==> config.mk <==
export PLATFORM = sky130hd
export DESIGN_NAME = imm_gen_stage
export DESIGN_NICKNAME = d
export VERILOG_FILES = /design/src/rtl/imm_gen_stage_pkg.sv /design/src/rtl/imm_gen_stage_decode.sv /design/src/rtl/imm_gen_stage.sv
export SDC_FILE = /design/constraint.sdc
export NUM_CORES = 1
export LEC_CHECK = 0
export BUFFER_PORTS_ARGS = -buffer_cell sky130_fd_sc_hd__buf_2
export CORE_ASPECT_RATIO = 1.2
export CORE_MARGIN = 8
export CORE_UTILIZATION = 40
export CTS_CLUSTER_DIAMETER = 30
export DETAILED_ROUTE_END_ITERATION = 10
export PLACE_DENSITY = 0.7
export SYNTH_ARGS = -nofsm -noshare
export SYNTH_HDL_FRONTEND = slang
export SYNTH_SLANG_ARGS = --single-unit
==> constraint.sdc <==
create_clock -name clk -period 1.83 [get_ports clk]
set_input_delay 0.549 -clock clk [delete_from_list [all_inputs] [get_ports clk]]
set_output_delay 0.549 -clock clk [all_outputs]
set_load 0.03 [all_outputs]
==> src/rtl/imm_gen_stage_pkg.sv <==
// Shared types and constants for the RISC-V immediate-generation stage:
// format codes, base opcodes, the NOP word and the decoded-result record.
package imm_pkg;

  // Immediates are always built at the widest legal XLEN and narrowed by the consumer.
  localparam int IMM_W = 64;

  typedef enum logic [2:0] {
    FMT_R   = 3'd0,
    FMT_I   = 3'd1,
    FMT_S   = 3'd2,
    FMT_B   = 3'd3,
    FMT_U   = 3'd4,
    FMT_J   = 3'd5,
    FMT_ILL = 3'd7
  } fmt_e;

  localparam logic [6:0] OP_LOAD   = 7'b0000011;
  localparam logic [6:0] OP_IMM    = 7'b0010011;
  localparam logic [6:0] OP_IMM_32 = 7'b0011011;
  localparam logic [6:0] OP_JALR   = 7'b1100111;
  localparam logic [6:0] OP_SYSTEM = 7'b1110011;
  localparam logic [6:0] OP_STORE  = 7'b0100011;
  localparam logic [6:0] OP_BRANCH = 7'b1100011;
  localparam logic [6:0] OP_LUI    = 7'b0110111;
  localparam logic [6:0] OP_AUIPC  = 7'b0010111;
  localparam logic [6:0] OP_JAL    = 7'b1101111;
  localparam logic [6:0] OP_OP     = 7'b0110011;
  localparam logic [6:0] OP_OP_32  = 7'b0111011;

  localparam logic [31:0] NOP_INSTR = 32'h0000_0013;

  typedef struct packed {
    logic [31:0]      instr;
    logic [IMM_W-1:0] imm;
    fmt_e             fmt;
    logic             illegal;
  } imm_result_t;

  localparam imm_result_t RESET_RESULT = '{
    instr:   NOP_INSTR,
    imm:     {IMM_W{1'b0}},
    fmt:     FMT_R,
    illegal: 1'b0
  };

  function automatic logic is_shift(input logic [2:0] funct3);
    return (funct3 == 3'b001) || (funct3 == 3'b101);
  endfunction

endpackage

==> src/rtl/imm_gen_stage_decode.sv <==
// Combinational instruction classifier and immediate extractor.
// Produces a 64-bit sign-extended immediate; narrower datapaths keep the low XLEN bits.
module imm_decode
  import imm_pkg::*;
#(
  parameter int XLEN = 64
) (
  input  logic [31:0]  instr,
  output imm_result_t  result
);

  logic [6:0]       opcode_s;
  logic [2:0]       funct3_s;
  logic             sign_s;
  logic [IMM_W-1:0] imm_i_s;
  logic [IMM_W-1:0] imm_s_s;
  logic [IMM_W-1:0] imm_b_s;
  logic [IMM_W-1:0] imm_u_s;
  logic [IMM_W-1:0] imm_j_s;

  assign opcode_s = instr[6:0];
  assign funct3_s = instr[14:12];
  assign sign_s   = instr[31];

  assign imm_i_s = {{52{sign_s}}, instr[31:20]};
  assign imm_s_s = {{52{sign_s}}, instr[31:25], instr[11:7]};
  assign imm_b_s = {{51{sign_s}}, instr[31], instr[7], instr[30:25], instr[11:8], 1'b0};
  assign imm_u_s = {{32{sign_s}}, instr[31:12], 12'h000};
  assign imm_j_s = {{43{sign_s}}, instr[31], instr[19:12], instr[20], instr[30:21], 1'b0};

  // Opcode classification; unknown opcodes fall through to the illegal defaults.
  always_comb begin
    result.instr   = instr;
    result.imm     = {IMM_W{1'b0}};
    result.fmt     = FMT_ILL;
    result.illegal = 1'b1;
    case (opcode_s)
      OP_LOAD, OP_JALR, OP_SYSTEM: begin
        result.fmt     = FMT_I;
        result.illegal = 1'b0;
        result.imm     = imm_i_s;
      end
      OP_IMM: begin
        result.fmt     = FMT_I;
        result.illegal = 1'b0;
        result.imm     = imm_i_s;
        if (is_shift(funct3_s)) begin
          if (XLEN == 64) begin
            result.imm = {58'd0, instr[25:20]};
          end else begin
            // A 6-bit shamt cannot address a 32-bit register.
            result.imm     = {59'd0, instr[24:20]};
            result.illegal = instr[25];
          end
        end else begin
          result.imm = imm_i_s;
        end
      end
      OP_IMM_32: begin
        if (XLEN == 64) begin
          result.fmt     = FMT_I;
          result.illegal = 1'b0;
          if (is_shift(funct3_s)) begin
            result.imm = {59'd0, instr[24:20]};
          end else begin
            result.imm = imm_i_s;
          end
        end else begin
          result.fmt     = FMT_ILL;
          result.illegal = 1'b1;
          result.imm     = {IMM_W{1'b0}};
        end
      end
      OP_STORE: begin
        result.fmt     = FMT_S;
        result.illegal = 1'b0;
        result.imm     = imm_s_s;
      end
      OP_BRANCH: begin
        result.fmt     = FMT_B;
        result.illegal = 1'b0;
        result.imm     = imm_b_s;
      end
      OP_LUI, OP_AUIPC: begin
        result.fmt     = FMT_U;
        result.illegal = 1'b0;
        result.imm     = imm_u_s;
      end
      OP_JAL: begin
        result.fmt     = FMT_J;
        result.illegal = 1'b0;
        result.imm     = imm_j_s;
      end
      OP_OP: begin
        result.fmt     = FMT_R;
        result.illegal = 1'b0;
        result.imm     = {IMM_W{1'b0}};
      end
      OP_OP_32: begin
        if (XLEN == 64) begin
          result.fmt     = FMT_R;
          result.illegal = 1'b0;
        end else begin
          result.fmt     = FMT_ILL;
          result.illegal = 1'b1;
        end
        result.imm = {IMM_W{1'b0}};
      end
      default: begin
        result.fmt     = FMT_ILL;
        result.illegal = 1'b1;
        result.imm     = {IMM_W{1'b0}};
      end
    endcase
  end

endmodule

==> src/rtl/imm_gen_stage.sv <==
// Decode-stage immediate generator: one registered pipeline stage with a
// valid/ready handshake, a single skid entry and a synchronous flush.
module imm_gen_stage
  import imm_pkg::*;
#(
  parameter int XLEN = 64
) (
  input  logic            clk,
  input  logic            reset,
  input  logic            flush,
  input  logic            in_valid,
  output logic            in_ready,
  input  logic [31:0]     in_instr,
  output logic            out_valid,
  input  logic            out_ready,
  output logic [31:0]     out_instr,
  output logic [XLEN-1:0] out_imm,
  output logic [2:0]      out_fmt,
  output logic            out_illegal
);

  imm_result_t dec_s;
  imm_result_t out_r;
  imm_result_t skid_r;
  logic        out_valid_r;
  logic        skid_valid_r;
  logic        accept_s;
  logic        out_free_s;

  imm_decode #(.XLEN(XLEN)) u_decode (
    .instr  (in_instr),
    .result (dec_s)
  );

  assign in_ready   = !skid_valid_r;
  assign accept_s   = in_valid && !skid_valid_r;
  assign out_free_s = !out_valid_r || out_ready;

  // Output/skid storage; the skid always drains before new input reaches the output.
  always_ff @(posedge clk) begin
    if (reset) begin
      out_r        <= RESET_RESULT;
      skid_r       <= RESET_RESULT;
      out_valid_r  <= 1'b0;
      skid_valid_r <= 1'b0;
    end else if (flush) begin
      out_valid_r  <= 1'b0;
      skid_valid_r <= 1'b0;
    end else if (out_free_s) begin
      if (skid_valid_r) begin
        out_r        <= skid_r;
        out_valid_r  <= 1'b1;
        skid_valid_r <= 1'b0;
      end else begin
        if (accept_s) begin
          out_r <= dec_s;
        end else begin
          out_r <= out_r;
        end
        out_valid_r <= accept_s;
      end
    end else if (accept_s) begin
      skid_r       <= dec_s;
      skid_valid_r <= 1'b1;
    end else begin
      skid_valid_r <= skid_valid_r;
    end
  end

  assign out_valid   = out_valid_r;
  assign out_instr   = out_r.instr;
  assign out_imm     = out_r.imm[XLEN-1:0];
  assign out_fmt     = out_r.fmt;
  assign out_illegal = out_r.illegal;

endmodule

==> results of run 1 <==
[metal layers]
layer / vias to the layer above / share of wire / global-route usage / wire (um)
li1: 2883 / - / - / -
met1: 2729 / 0.42 / 0.218 / 7800
met3: 32 / 0.050 / 0.0363 / 933
met2: 172 / 0.51 / 0.327 / 9590
met5: - / 0 / 0 / 0
met4: 0 / 0.024 / 0.0816 / 446
[worst max-delay path, cell delays in order (launching register included)]
cell	delay (ns)
dfxtp_2	0.33
inv_2	0.06
buf_6	0.20
buf_4	0.19
[sequential cells by signal, summed over array words and instances (netlist names)]
| name | cells |
|---|---|
| out_imm | 32 |
| skid_valid_r | 1 |
| out_illegal | 1 |
| skid_r | 68 |
| out_instr | 32 |
| out_valid | 1 |
| out_fmt | 3 |
[worst max path at each step]
stage / endpoint / from / slack [ns] / depth (start not counted)
after global placement: out_imm[0]$_SDFFE_PP0P_ / in_instr[6] / -0.09 / 6
after CTS: in_ready / skid_valid_r$_SDFFE_PP0P_ / 0.003 / 3
final: in_ready / skid_valid_r$_SDFFE_PP0P_ / 0.07 / 3
after global routing: out_imm[1]$_SDFFE_PP0P_ / out_valid$_SDFFE_PP0P_ / 0.03 / 6
after floorplan: skid_r[24]$_SDFFE_PP0P_ / in_instr[6] / 0.002 / 6
after detailed placement: out_imm[1]$_SDFFE_PP0P_ / in_instr[6] / -0.16 / 6
[cells by family after synthesis]
group                  share of synthesized area
and+or+nand+nor                            0.173
buffers and inverters                     0.0867
DFF                                        0.438
AOI/OAI and AO/OA                          0.250
muxes                                     0.0526
[power groups by stage]
| stage | combinational (W) | sequential (W) | clock [W] |
|---|---|---|---|
| finish | 0.000832 | 0.00313 | 0.00367 |
| global route | 0.000897 | 0.00314 | 0.00386 |
| CTS | 0.000837 | 0.00313 | 0.00371 |
| detailed placement | 0.000833 | 0.00319 | 0 |
| global placement | 0.000827 | 0.00319 | 0 |
| floorplan | 0.000340 | 0.00332 | 0 |
[placed cells by master (no fill, tap or decap), drive strengths merged, types with 4 or more instances in the layout]
cell | synthesis | final
a31oi | 4 | 4
inv | 5 | 5
a211oi | 41 | 41
a32o | 6 | 6
o211ai | 6 | 6
or3 | 9 | 9
nor3 | 8 | 8
buf | 57 | 219
clkbuf | 38 | 21
dfxtp | 138 | 138
and3 | 9 | 9
nor3b | 11 | 11
a21oi | 67 | 67
clkinv | 0 | 6
nand2 | 111 | 111
bufinv | 0 | 4
a311oi | 16 | 16
and2 | 4 | 4
nand2b | 6 | 6
nand3 | 12 | 12
mux2i | 32 | 32
nor2 | 51 | 51
o2bb2ai | 7 | 7
o21ai | 72 | 72
[layout make-up]
cell class / count / area, um2
multi-input combinational: 499 / 3010
tap: 208 / 260
inverter: 5 / 18.8
clock inverter: 11 / 169
timing repair buffer: 219 / 1460
fill: 1487 / 7380
sequential: 138 / 2770
clock buffer: 21 / 460
[per-stage QoR]
stage | std cells | worst slack [ns]
2_1_floorplan | 737 | 0.00178
4_1_cts | 1101 | 0.00263
3_5_place_dp | 1069 | -0.157
5_1_grt | 1101 | 0.0286
6_report | 1101 | 0.0696
3_3_place_gp | 1069 | -0.0925
==> metrics.md, run 1 <==
| Metric | Value |
|---|---|
| Outcome | finished clean |
| Net Sw Frac | 0.247 |
| Register clock-pin slew on the reported worst setup and hold paths | 0.06 ns |
| Setup Buffers After CTS | 0 |
| Grt ovf | 0 |
| Nets | 917 |
| Routability congestion estimate | 0.909 |
| Max Cap Viol | 0 |
| Worst R2R End | out_imm[1]$_SDFFE_PP0P_ |
| Area Growth Syn to Fin | 29.1% |
| DRT iter0 DRCs | 291 |
| Area post-placement | 7500 um2 |
| Finish-stage setup viols | 0 |
| Core Area | 15500 um2 |
| Vias | 5816 |
| Peak Freq | 0.568 GHz |
| Setup TNS | 0 ns |
| Cell variety after synth | 57 |
| Starting Density | 0.406 |
| Worst r2r path cells | 6 |
| Port bufs | 138 |
| WL final | 18800 um |
| Ys async rst share | 0 |
| Deepest clock path buffer count | 2 |
| Worst setup EP type | output pin |
| DR WL/cell | 17.0 um |
| Synth top area cells | dfxtp_1 (44%), nand2_1 (6.6%), mux2i_1 (5.1%), a211oi_1 (4.6%), a21oi_1 (4.0%) |
| Clock Latency Late Sink | 0.42 ns |
| Pleak | 3.26 nW |
| Final period util | 0.962 |
| Synth cell count leaders | dfxtp_1 (138), nand2_1 (110), a21oi_1 (51) |
| Max transition margin | 0.726 |
| Hold Fails Final Rpt | 0 |
| Cell area after layout | 8140 um2 |
| Min-Delay Path Depth | 3 |
| Syn nets | 774 |
| NetSw | 0.00188 W |
| Most frequent cell after synthesis | dfxtp_1 |
| Die area | 20000 um2 |
| Pwr/cell area | 937 nW/um2 |
| Startpoint Class | register |
| Worst slew pin tran | 0.400 ns |
| DRC | 0 |
| Setup Skew | 0.0102 ns |
| Seq pwr share | 0.410 |
| Finished Core Util | 0.525 |
| Clk root buf | clkbuf_16 |
| Synth top area share | 0.438 |
| Flop-to-flop setup slack | 0.09 ns |
| CTS sink cnt | 138 |
| Row count | 50 |
| Initial antenna violation count | 0 |
| Flop and latch count out of synthesis | 138 |
| 1st-pass router iterations | 6 |
| Slew Viols, Final | 0 |
| Die Y | 154 um |
| Power Total | 0.00763 W |
| Average cell area after synthesis | 8.55 um2 |
| Data arrival, critical path | 1.21 ns |
| Hold buffers post-CTS | 0 |
| RSZ-0062 raised after global routing | false |
| Final hold slack | 0.408 ns |
| Pint | 0.00574 W |
| Ys flop type | dfxtp_1 |
| Post-CTS Resized | 2 |
| Peak supply drop | 0.000591 V |
| Layout cells sized above 1 | 0.321 |
| Yosys top cell by area | dfxtp_1 |
| Seq/Total Area, Yosys | 0.438 |
| Post-synthesis cell area | 6300 um2 |
| Count of warnings emitted by yosys | 0 |
| Largest net degree at the start of global routing | 49 |
| Horiz. Die Dim | 131 um |
| Vias per std cell | 5.28 |
| Critical path class | register to output pin |
| H-tree levels | 4 |
| Routed Antenna Nets | 0 |
| IO Count | 139 |
| CTS tree | built |
| Comb power frac | 0.109 |
| WP data required | 1.28 ns |
| Vias in the first global route | 5626 |
| Reg2Reg Launch Point | out_valid$_SDFFE_PP0P_ |
| Post-synth EDFFs | 0 |
| All-Layer GR Usage | 0.189 |
| HPWL Detailed | 13400 um |
| First-pass GRT wire length | 29800 um |
| Clock Power Share | 0.481 |
| Hold/Removal Path Class | primary input to register |
| Minimum clock period | 1.76 ns |
| CP Max Fanout | 20 |
| Diodes inserted | 0 |
| Synthesized instance count | 737 |
| Worst Hold End | skid_r[79]$_SDFFE_PP0P_ |
| Hold_sp | in_instr[11] |
| Inserted Clock Buffers | 17 |
(Power assumes the default switching activity.)
==> run 2, diff against run 1 <==
- PLACE_DENSITY: 0.7 -> 0.68
- clock period: 1.83 -> 1.9 ns (I/O delays scaled with it)
==> run 2 against run 1 <==
- clock-buffer cell count is 3 higher
- clock skew is 0.0032 ns lower
- power is 3.0% lower
- first-iteration DRC count is 17% higher
- sequential cell count stayed put
- combinational power is 5.6% lower
- core utilization is 0.46 points lower
- wire length is 1.3% lower
- register-to-register slack better by 0.13 ns
- global-route usage is 0.075 points lower
- critical path type unchanged
- critical endpoint unchanged
- largest cell class unchanged
- largest power group unchanged
- highest routed layer is now met5
==> metrics.md, run 2 (synthesis gave the netlist of run 1 again) <==
| Metric | Value |
|---|---|
| Slowest-stage cell, CP | dfxtp_2 |
| IO Count | 139 |
| Register clock-pin slew on the reported worst setup and hold paths | 0.06 ns |
| Clk root buf | clkbuf_16 |
| Vias | 5741 |
| Slew Viols, Final | 0 |
| Slowest Stage Delay on Critical Path | 0.36 ns |
| Most frequent cells in the layout | buf_2 (137), dfxtp_1 (137), nand2_1 (110) |
| 1st-pass router iterations | 5 |
| CP Max Fanout | 13 |
| Diodes inserted | 0 |
| Die area | 20000 um2 |
| Worst setup EP type | output pin |
| Clock Latency Late Sink | 0.42 ns |
| Layout cells sized above 1 | 0.310 |
| Critical path class | register to output pin |
| Row count | 50 |
| DRC | 0 |
| Area of the multi-input gates | 3010 um2 |
| CTS tree | built |
| Hold/Removal Path Class | primary input to register |
| Hold Fails Final Rpt | 0 |
| Routed Antenna Nets | 0 |
| Power Total | 0.00739 W |
| Peak Freq | 0.551 GHz |
| Finish-stage setup viols | 0 |
| Peak supply drop | 0.000574 V |
| Data arrival, critical path | 1.24 ns |
| Worst slew pin tran | 0.585 ns |
| Die Y | 154 um |
| Setup Skew | 0.00704 ns |
| Starting Density | 0.406 |
| Register area | 2760 um2 |
| All-Layer GR Usage | 0.188 |
| DRT iter0 DRCs | 341 |
| Minimum clock period | 1.81 ns |
| Worst path bufs/invs | 3 |
| WL final | 18500 um |
| Horiz. Die Dim | 131 um |
| RSZ-0062 raised after global routing | false |
| Vias per std cell | 5.25 |
| Area Growth Syn to Fin | 28.0% |
| Largest net degree at the start of global routing | 63 |
| Initial antenna violation count | 1 |
| Max transition margin | 0.600 |
| Max Cap Viol | 0 |
| WP data required | 1.33 ns |
| Port bufs | 138 |
| Critical path, cell by cell | inv_2, buf_6, clkbuf_4 |
| Max reg flops | 68 |
| First-pass GRT wire length | 29700 um |
| CTS sink cnt | 138 |
| Pwr/cell area | 916 nW/um2 |
| Final hold slack | 0.433 ns |
| Vias in the first global route | 5613 |
| Layout Cells excl Fill | 1093 |
| Fillers | 1506 |
| Deepest clock path buffer count | 2 |
| Critical path's top delay family | buffers and inverters |
| H-tree levels | 4 |
| Startpoint Class | register |
| Core Area | 15500 um2 |
| Inserted Clock Buffers | 17 |
| Grt ovf | 0 |
| HPWL Detailed | 13300 um |
| Nets | 909 |
| DR WL/cell | 16.9 um |
| Placed cell count | 1061 |
| Outcome | finished clean |
| Reg with most FFs | skid_r |
| Routability congestion estimate | 0.888 |
| Pleak | 3.22 nW |
| Final period util | 0.955 |
| Hold buffers post-CTS | 0 |
## run 2: changes by cell type in the layout (fill, tap and decap cells not counted), sizes merged
cell	previous run	this run
clkinv	6	3
bufinv	4	5
clkbuf	21	25
clkinvlp	1	0
buf	219	210
## run 2: through the flow
step / utilization / worst slack, ns / TNS (ns) / cell area, um2
floorplan: - / 0.0180 / 0 / 6300
global placement: 0.479 / -0.0971 / -0.881 / 7420
detailed placement: 0.479 / -0.0890 / -2.25 / 7420
CTS: 0.520 / 0.0220 / 0 / 8060
global route: 0.520 / 0.00975 / 0 / 8070
finish: 0.520 / 0.0857 / 0 / 8070
## run 2: power breakdown
| part | leakage, nW | switching, W | internal, W |
|---|---|---|---|
| combinational | 1.78 | 0.000507 | 0.000279 |
| clock | 0.312 | 0.00120 | 0.00239 |
| sequential | 1.12 | 0.0000387 | 0.00298 |
## run 2: layout make-up
| cell class | instances | share of cell area |
|---|---|---|
| Timing Repair Buffer | 211 | 0.171 |
| Sequential cell | 138 | 0.343 |
| Multi-Input combinational cell | 499 | 0.373 |
| Tap cell | 208 | 0.0323 |
| Clock inverter | 8 | 0.0205 |
| Clock buffer | 24 | 0.0585 |
| Inverter | 5 | 0.00233 |
## run 2: worst paths after layout
check                                               start  slack [ns]  depth (start not counted)                      end
worst max-delay path            skid_valid_r$_SDFFE_PP0P_        0.09                          3                 in_ready
worst min-delay path                          in_instr[8]        0.43                          3  skid_r[76]$_SDFFE_PP0P_
worst max register to register     out_valid$_SDFFE_PP0P_        0.22                          6  out_imm[4]$_SDFFE_PP0P_
worst min register to register    out_fmt[1]$_SDFFE_PP0P_        0.44                          2  out_fmt[1]$_SDFFE_PP0P_
## run 2: layer usage
metal | share of wire | global-route usage | vias up
li1 | - | - | 2869
met5 | 0.00043 | 0 | -
met4 | 0.024 | 0.0718 | 2
met2 | 0.51 | 0.320 | 158
met3 | 0.056 | 0.0512 | 35
met1 | 0.41 | 0.217 | 2677
## run 2: what timing repair did
action | 4_1_cts | 5_1_grt
setup buffers | 0 | 0
endpoints found under the setup margin | 0 | 1
gates resized for setup | 0 | 2
## run 2: worst reg2reg max path, stage by stage (launching register included)
cell and delay (ns):
dfxtp_1 0.32, nor2b_1 0.14, or3_1 0.43, buf_4 0.21
or3_1 0.30, o21ai_0 0.08, a311oi_1 0.07
==> run 3, diff against run 2 <==
- MAX_ROUTING_LAYER: not set -> met4
- PLACE_DENSITY: 0.68 -> 0.65
- SKIP_CTS_REPAIR_TIMING: not set -> 1
- SYNTH_HIERARCHICAL: not set -> 1
==> run 3 against run 2 <==
- fmax is 1.1% higher
- critical path depth is 1 lower
- wire length is 53% higher
- die area is 62% higher
- sequential share of layout area is 4.0 points lower
- worst setup slack better by 0.020 ns
- final cell count is 42% higher
- critical path type unchanged
- largest cell class unchanged
- largest power group unchanged
- highest routed layer is now met4
==> metrics.md, run 3 <==
| Metric | Value |
|---|---|
| H-tree levels | 2 |
| Synth top area share | 0.375 |
| NetSw | 0.00349 W |
| Fillers | 2418 |
| Max Cap Viol | 0 |
| Routability congestion estimate | 0.818 |
| Synth Area in Adders | 0 |
| Die Y | 196 um |
| Horiz. Die Dim | 166 um |
| Routed Antenna Nets | 0 |
| Clock Power Share | 0.561 |
| Layout cells sized above 1 | 0.343 |
| Power Total | 0.0136 W |
| Vias per std cell | 5.20 |
| DR WL/cell | 18.3 um |
| Critical path class | register to output pin |
| 1st-pass router iterations | 4 |
| Largest family of logic cells by synthesized area | compound AO/OA/AOI/OAI gates |
| Most frequent cell after synthesis | dfxtp_1 |
| Largest net degree at the start of global routing | 66 |
| Peak supply drop | 0.000692 V |
| Pwr/cell area | 1020 nW/um2 |
| IO Count | 139 |
| Area post-placement | 11900 um2 |
| Worst slew pin tran | 0.525 ns |
| CTS tree | built |
| Average cell area after synthesis | 10.1 um2 |
| Hold/Removal Path Class | primary input to register |
| Comb power frac | 0.111 |
| Outcome | finished clean |
| Clock Latency Late Sink | 0.52 ns |
| Die area | 32500 um2 |
| Post-synthesis xor/xnor area fraction | 0.00162 |
| Final period util | 0.945 |
| Hold Fails Final Rpt | 0 |
| Row count | 66 |
| Cell area after layout | 13400 um2 |
| Yosys top cell by area | dfxtp_1 |
| Seq/Total Area, Yosys | 0.375 |
| Inserted Clock Buffers | 43 |
| Startpoint Class | register |
| Pint | 0.0102 W |
| Synth cell count leaders | dfxtp_1 (202), mux2i_1 (200), nand2b_1 (199) |
| Peak Freq | 0.557 GHz |
| DRC | 0 |
| Register clock-pin slew on the reported worst setup and hold paths | 0.05 ns |
| Synth Area in Simple Gates | 0.146 |
| DRT iter0 DRCs | 361 |
| Syn nets | 1107 |
| Diodes inserted | 0 |
| Data arrival, critical path | 1.22 ns |
| Minimum clock period | 1.79 ns |
| Cell variety after synth | 48 |
| Vias | 8051 |
| HPWL Detailed | 19100 um |
| Vias in the first global route | 8313 |
| All-Layer GR Usage | 0.175 |
| Pleak | 4.86 nW |
| Net Sw Frac | 0.256 |
| Max transition margin | 0.650 |
| Port bufs | 138 |
| Reg with most FFs | skid_r |
| Worst r2r path cells | 5 |
| Core Area | 26800 um2 |
| Synthesized instance count | 1070 |
| Synth top area cells | dfxtp_1 (37%), mux2i_1 (19%), nand2b_1 (12%), a211oi_2 (11%), buf_4 (5.4%) |
| Placed cell count | 1469 |
| Deepest clock path buffer count | 3 |
| CTS sink cnt | 202 |
| CP Max Fanout | 6 |
| Initial antenna violation count | 0 |
| Final hold slack | 0.285 ns |
| Area Growth Syn to Fin | 24.1% |
| Count of warnings emitted by yosys | 6 |
| WP data required | 1.33 ns |
| Commonest non-fill, non-tap cell in the layout | dfxtp_1 |
| Clk root buf | clkbuf_16 |
| WL final | 28300 um |
| Post-synth EDFFs | 0 |
| Flop and latch count out of synthesis | 202 |
| Setup Skew | 0.0144 ns |
| Ys async rst share | 0 |
| First-pass GRT wire length | 45600 um |
| Layout Cells excl Fill | 1548 |
| Post-synthesis cell area | 10800 um2 |
| Compound-gate portion of the synthesized area | 0.195 |
| Seq pwr share | 0.328 |
| Grt ovf | 0 |
| Min-Delay Path Depth | 2 |
| Most frequent cells in the layout | dfxtp_1 (201), mux2i_1 (200), nand2b_1 (198) |
| Starting Density | 0.402 |
| Ys flop type | dfxtp_1 |
| Slew Viols, Final | 0 |
| Worst setup EP type | output pin |
| Finished Core Util | 0.499 |
| Max reg flops | 100 |
| Finish-stage setup viols | 0 |
| RSZ-0062 raised after global routing | false |
| Mux cell area share after synthesis | 0.185 |
| Nets | 1211 |
run 3: power by group through the flow:
stage	Sequential, W	Clock, W	Combinational, W
global route	0.00449	0.00801	0.00162
detailed placement	0.00455	0	0.00152
global placement	0.00455	0	0.00150
floorplan	0.00482	0	0.000814
CTS	0.00448	0.00778	0.00153
finish	0.00448	0.00766	0.00151
run 3: cells by family (layout without fill, tap and decap cells):
group	Yosys count	count (layout)
DFF	202	202
AOI/OAI and AO/OA	244	244
muxes	200	200
buffers and inverters	168	306
xor gates and xnor gates	2	2
and+or+nand+nor	254	254
run 3: path summary, 6_finish.rpt:
| path | startpoint | to | slack, ns |
|---|---|---|---|
| min reg2reg | skid_r[85]$_SDFFE_PP0P_ | skid_r[85]$_SDFFE_PP0P_ | 0.47 |
| max reg2reg | out_valid$_SDFFE_PP0P_ | skid_r[13]$_SDFFE_PP0P_ | 0.42 |
| min | flush | out_valid$_SDFFE_PP0P_ | 0.28 |
| max | skid_valid_r$_SDFFE_PP0P_ | in_ready | 0.11 |
run 3: stage by stage:
step	setup TNS [ns]	worst slack, ns
after detailed placement	-34.28	-0.386
after floorplan	-20.34	-0.375
after global placement	-31.62	-0.364
after global routing	0	0.0682
after CTS	0	0.0904
final	0	0.105
run 3: layout make-up:
| type | count | area (um2) | share of cell area |
|---|---|---|---|
| well taps | 340 | 425 | 0.0318 |
| clock buffers | 56 | 1250 | 0.0931 |
| repair buffers | 224 | 1630 | 0.122 |
| multi-input cells | 700 | 5760 | 0.430 |
| flip-flops and latches | 202 | 4050 | 0.302 |
| inverters | 3 | 11.3 | 0.000841 |
| clock inverters | 23 | 269 | 0.0201 |
run 3: worst max-delay path: stages (launching register included):
cell,delay [ns]
dfxtp_4,0.37
inv_1,0.12
buf_2,0.22
run 3: routing by layer:
| layer | vias to the layer above | track usage | routed length, um |
|---|---|---|---|
| met2 | 178 | 0.283 | 13300 |
| met5 | - | - | 0 |
| li1 | 3919 | - | - |
| met3 | 62 | 0.0485 | 1620 |
| met1 | 3892 | 0.201 | 12300 |
| met4 | 0 | 0.0782 | 1060 |
